--- src/rtl/sound_i2s_if.sv ---
// Stereo sample input and I2S output bundle for the GLU audio serialiser.
// The master side is the upstream mixer/controller; the slave side is the transmitter.
interface sound_i2s_if #(
    parameter int DATA_W = 16
);
    logic                     enable_i;
    logic                     mute_i;
    logic signed [DATA_W-1:0] audio_l_i;
    logic signed [DATA_W-1:0] audio_r_i;
    logic                     sample_req_o;
    logic                     i2s_bclk_o;
    logic                     i2s_lrclk_o;
    logic                     i2s_data_o;

    modport master (
        output enable_i, mute_i, audio_l_i, audio_r_i,
        input  sample_req_o, i2s_bclk_o, i2s_lrclk_o, i2s_data_o
    );

    modport slave (
        input  enable_i, mute_i, audio_l_i, audio_r_i,
        output sample_req_o, i2s_bclk_o, i2s_lrclk_o, i2s_data_o
    );
endinterface

--- src/rtl/sound_i2s_tx.sv ---
// Philips I2S transmitter: 64 BCLK/frame, 16-bit samples left-justified after the one-bit delay.
// BCLK is derived from a fractional phase accumulator on the single logic clock.
module sound_i2s_tx #(
    parameter int CLK_FREQ    = 54_000_000,
    parameter int SAMPLE_RATE = 48_000,
    parameter int ACC_WIDTH   = 24,
    parameter int DATA_W      = 16
) (
    input  logic      clk_i,
    input  logic      reset_i,
    sound_i2s_if.slave bus
);
    // Two ticks per BCLK period, 64 BCLK per frame: 128 ticks per sample, rounded to nearest.
    localparam logic [63:0] PHASE_NUM   = (64'(128) * 64'(SAMPLE_RATE)) << ACC_WIDTH;
    localparam logic [63:0] PHASE_INC_W = (PHASE_NUM + 64'(CLK_FREQ / 2)) / 64'(CLK_FREQ);
    localparam logic [ACC_WIDTH-1:0] PHASE_INC = PHASE_INC_W[ACC_WIDTH-1:0];
    localparam int IDX_W = $clog2(DATA_W);

    logic [ACC_WIDTH-1:0]     acc;
    logic [ACC_WIDTH-1:0]     acc_sum;
    logic                     tick;
    logic                     bclk;
    logic                     lrclk;
    logic                     data;
    logic                     req;
    logic [5:0]               bit_cnt;
    logic [5:0]               cnt_inc;
    logic                     slot_data;
    logic signed [DATA_W-1:0] lat_l;
    logic signed [DATA_W-1:0] lat_r;

    function automatic logic slot_bit(input logic signed [DATA_W-1:0] s, input logic [4:0] k);
        logic [4:0] idx;
        idx = 5'(DATA_W) - k;
        if (k >= 5'd1 && k <= 5'(DATA_W))
            return s[idx[IDX_W-1:0]];
        return 1'b0;
    endfunction

    always_comb begin
        {tick, acc_sum} = {1'b0, acc} + {1'b0, PHASE_INC};
        cnt_inc   = bit_cnt + 6'd1;
        slot_data = slot_bit(cnt_inc[5] ? lat_r : lat_l, cnt_inc[4:0]);
    end

    always_ff @(posedge clk_i) begin
        if (reset_i || !bus.enable_i) begin
            acc     <= '0;
            bclk    <= 1'b0;
            bit_cnt <= 6'd63;
            lrclk   <= 1'b1;
            data    <= 1'b0;
            req     <= 1'b0;
            lat_l   <= '0;
            lat_r   <= '0;
        end else begin
            acc <= acc_sum;
            req <= 1'b0;
            if (tick) begin
                bclk <= ~bclk;
                // Only the falling BCLK edge advances the slot; the DAC samples on the rising one.
                if (bclk) begin
                    bit_cnt <= cnt_inc;
                    lrclk   <= cnt_inc[5];
                    data    <= slot_data;
                    if (cnt_inc == 6'd0) begin
                        lat_l <= bus.mute_i ? '0 : bus.audio_l_i;
                        lat_r <= bus.mute_i ? '0 : bus.audio_r_i;
                        req   <= 1'b1;
                    end
                end
            end
        end
    end

    assign bus.sample_req_o = req;
    assign bus.i2s_bclk_o   = bclk;
    assign bus.i2s_lrclk_o  = lrclk;
    assign bus.i2s_data_o   = data;
endmodule

--- src/flat_wrapper.sv ---
// flat-port wrapper written by rule: the top's interface ports become plain ports
module sound_i2s_tx_flat 
#(
    parameter int CLK_FREQ    = 54_000_000,
    parameter int SAMPLE_RATE = 48_000,
    parameter int ACC_WIDTH   = 24,
    parameter int DATA_W      = 16
)
  (clk_i, reset_i, bus_enable_i, bus_mute_i, bus_audio_l_i, bus_audio_r_i, bus_sample_req_o, bus_i2s_bclk_o, bus_i2s_lrclk_o, bus_i2s_data_o);
  sound_i2s_if #(.DATA_W(DATA_W)) bus_i ();
  input  logic clk_i;
  input  logic reset_i;
  input wire logic [$bits(bus_i.enable_i)-1:0] bus_enable_i;
  input wire logic [$bits(bus_i.mute_i)-1:0] bus_mute_i;
  input wire logic [$bits(bus_i.audio_l_i)-1:0] bus_audio_l_i;
  input wire logic [$bits(bus_i.audio_r_i)-1:0] bus_audio_r_i;
  output wire logic [$bits(bus_i.sample_req_o)-1:0] bus_sample_req_o;
  output wire logic [$bits(bus_i.i2s_bclk_o)-1:0] bus_i2s_bclk_o;
  output wire logic [$bits(bus_i.i2s_lrclk_o)-1:0] bus_i2s_lrclk_o;
  output wire logic [$bits(bus_i.i2s_data_o)-1:0] bus_i2s_data_o;
  assign bus_i.enable_i = bus_enable_i;
  assign bus_i.mute_i = bus_mute_i;
  assign bus_i.audio_l_i = bus_audio_l_i;
  assign bus_i.audio_r_i = bus_audio_r_i;
  assign bus_sample_req_o = bus_i.sample_req_o;
  assign bus_i2s_bclk_o = bus_i.i2s_bclk_o;
  assign bus_i2s_lrclk_o = bus_i.i2s_lrclk_o;
  assign bus_i2s_data_o = bus_i.i2s_data_o;
  sound_i2s_tx #(.CLK_FREQ(CLK_FREQ), .SAMPLE_RATE(SAMPLE_RATE), .ACC_WIDTH(ACC_WIDTH), .DATA_W(DATA_W)) u_core (.clk_i(clk_i), .reset_i(reset_i), .bus(bus_i));
endmodule
--- config.mk ---
export PLATFORM = sky130hd
export DESIGN_NAME = sound_i2s_tx_flat
export DESIGN_NICKNAME = d
export VERILOG_FILES = /design/src/rtl/sound_i2s_if.sv /design/src/rtl/sound_i2s_tx.sv /design/src/flat_wrapper.sv
export SDC_FILE = /design/constraint.sdc
export NUM_CORES = 1
export LEC_CHECK = 0
export CORE_MARGIN = 2
export CORE_UTILIZATION = 25
export DETAILED_ROUTE_END_ITERATION = 10
export PLACE_DENSITY = 0.48
export SYNTH_ARGS = -nofsm -noshare
export SYNTH_HDL_FRONTEND = slang
export SYNTH_SLANG_ARGS = --single-unit
--- constraint.sdc ---
create_clock -name clk_i -period 2.5 [get_ports clk_i]
set_input_delay 0.5 -clock clk_i [delete_from_list [all_inputs] [get_ports clk_i]]
set_output_delay 0.5 -clock clk_i [all_outputs]
set_load 0.02 [all_outputs]
==> out/metrics.yaml <==
cts:
  htreeDepth: 3
  ctsLongestPathBuffers: 2
  numCtsBuffers: 9
  cts_tree: "yes"
  hold_buffers: 0
  cts.clk_slew.worst_paths_ns: 0.05
  cts_sinks: 64
  worstSkewPairLatency_ns: 0.33
  post_cts_buffers: 0
  clock-root-buffer: "clkbuf_16"
  cts_resized: 0
detailed_routing:
  drc_errors: 0
  via_per_inst: 5.14
  drtAntennaViolNets: 0
  num_vias: 3353
  drt_iter0_markers: 205
  first_pass_iters: 4
  routed_wl_um: 10000
  wl_per_cell_um: 15.3
sta:
  max-slew-margin-rel_pct: 61.4
  period_share_pct: 92.5
  rsz0062_at_grt: "no"
  worst_pin_slew_ns: 0.579
  setup_ws_ns: 0.187
  hold_violations: 0
  max_freq_mhz: 432
  setup_viol: 0
  setup_tns_ns: 0
  period_minus_slack_ns: 2.31
  fin_skew_ns: 0.00610
  slew_viol_final: 0
pwr:
  p_leak_nw: 1.57
  p_per_area_nw_per_um2: 573
  power_mw: 2.61
  peakVddDrop_uv: 233
setup_path:
  critical_path.max_stage_delay_ns: 0.40
  crit_type: "reg2reg"
  r2r_start: "u_core.bit_cnt[0]"
  worstPathArrival_ns: 2.55
  critical_path_peak_fanout: 19
  required_ns: 2.74
  rrSetupSlack_ns: 0.19
  cp_slowest_cell: "a311o_1"
  start_kind: "register"
  reg2reg_to: "u_core.bus.i2s_data_o"
  path_buf_inv: 1
  cp-end-kind: "register"
  cp_top_family: "compound AO/OA/AOI/OAI gates"
  reg2reg_depth: 7
  crit_path_cell_trace: "buf_4, and4_1, nand2_1, a311o_1, a211oi_1, nor3_1, o31ai_1"
global_routing:
  grt_overflow_total: 0
  grt_max_degree: 55
  track_usage_pct: 13.2
  first_global_vias: 3228
  grt_pass1_wl_um: 16800
  antenna_found_initial: 0
finish:
  layoutNonFillerInstCount: 652
  nNetsFinal: 503
  layout.cell_area.non_filler_um2: 4550
  area_growth_pct: 24.7
  final_cell_mix: "64 x dfxtp_1, 47 x a21oi_1, 39 x o31ai_1, 39 x clkdlybuf4s50_1, 36 x nand4_1"
  diodes: 0
  drive_above_1_share_pct: 9.83
  layout_commonest_cell: "dfxtp_1"
logic_synthesis:
  ys_seq_area_share_pct: 35.1
  ys_seq_elements: 64
  netlist_area_um2: 3650
  yosys_warnings: 0
  syn_area_per_cell_um2: 8.30
  synthArstFlopShare_pct: 0
  ys.flop_type: "dfxtp_1"
  synth_edf_count: 0
  synth_nets: 479
  synth.distinct_cells: 55
  syn-instance-count: 440
die:
  die_h_um: 125
  die_area_um2: 15600
  io_pins: 40
  start_util_pct: 25.3
  die_x_um: 125
  fp-row-count: 44
  core_um2: 14400
placed_design:
  pre_cts_slack_ns: 0.220
  gp_congestion: 0.837
  hpwl_um: 6840
  dp_cells: 637
  io_buffer_count: 39
  postPlaceCellArea_um2: 4230
job:
  maxCapViolCount: 0
min_path:
  hold_end: "u_core.acc[1]"
  worstHoldStart: "u_core.acc[1]"
  min_path_cells: 1
  hold_class: "reg2reg"
run_status:
  status: "completed"
-- power by group --
part | internal (mW) | total, mW | leakage, nW | switching (mW)
Sequential | 1.03 | 1.05 | 0.518 | 0.0150
Combinational | 0.103 | 0.215 | 0.893 | 0.113
Clock | 0.919 | 1.35 | 0.159 | 0.427
-- state kept, by name (all words and copies together), names as in the netlist --
signal / count
u_core.acc: 23
u_core.lat_l: 16
u_core.bus.i2s_bclk_o: 1
u_core.bit_cnt: 6
u_core.bus.i2s_data_o: 1
u_core.lat_r: 16
u_core.bus.sample_req_o: 1
-- worst reg2reg max path: stages, from the launching register on --
cell and delay [ns]:
dfxtp_1 0.32, buf_4 0.25, and4_1 0.39, nand2_1 0.28
a311o_1 0.40, a211oi_1 0.28, nor3_1 0.08, o31ai_1 0.23
-- metal layers --
| metal | share of wire [%] | global-route usage, % |
|---|---|---|
| met5 | 0 | 0 |
| met4 | 2.7 | 6.01 |
| met3 | 3.3 | 1.98 |
| met2 | 45 | 20.5 |
| met1 | 49 | 17.9 |
-- final cells by class --
type                            instances  area (µm²)
Fill cell                            1537        9870
Multi-Input combinational cell        323        2170
Sequential cell                        64        1280
Timing Repair Buffer                   56         518
Clock buffer                           12         256
Tap cell                              184         230
Clock inverter                          3        65.1
Inverter                               10        37.5
-- metrics by stage --
step | hold slack (ns) | util, %
5_1_grt | 0.493 | 31.6
6_report | 0.457 | 31.6
3_3_place_gp | 0.439 | 29.3
3_5_place_dp | 0.453 | 29.3
2_1_floorplan | 0.430 | -
4_1_cts | 0.462 | 31.6
-- cells in the mapped netlist, types with 5 or more instances --
| cell | count | area, µm² |
|---|---|---|
| nand2b_1 | 5 | 31.3 |
| or3_1 | 5 | 31.3 |
| buf_2 | 14 | 70.1 |
| nor3_1 | 9 | 45.0 |
| o31ai_1 | 39 | 293 |
| inv_1 | 10 | 37.5 |
| nor2_1 | 20 | 75.1 |
| a21oi_1 | 47 | 235 |
| nand3_1 | 13 | 65.1 |
| nand2_1 | 10 | 37.5 |
| clkbuf_1 | 25 | 93.8 |
| dfxtp_1 | 64 | 1280 |
| mux2i_1 | 14 | 140 |
| nand4_1 | 36 | 225 |
| nor2b_1 | 35 | 219 |
| xnor2_1 | 8 | 70.1 |
| o21ai_0 | 15 | 75.1 |
-- how the worst max path moves through the flow --
stage,slack (ns),cells past startpoint,start,to
after global placement,0.22,7,u_core.bit_cnt[0],u_core.bus.i2s_data_o
after global routing,0.07,7,u_core.bit_cnt[0],u_core.bus.i2s_data_o
final,0.19,7,u_core.bit_cnt[0],u_core.bus.i2s_data_o
after CTS,0.22,7,u_core.bit_cnt[0],u_core.bus.i2s_data_o
after floorplan,0.03,11,u_core.bit_cnt[0],u_core.bus.i2s_data_o
after detailed placement,0.22,7,u_core.bit_cnt[0],u_core.bus.i2s_data_o
-- cell families after synthesis --
logic type,count (synthesis),share of synthesized area (%)
buf+inv,53,6.13
compound gates,138,26.1
xor+xnor,12,2.88
fa+ha+maj,3,1.03
flops,64,35.1
mux,16,4.45
simple gates,154,24.3
No activity file was read; power rests on OpenSTA's default activity.
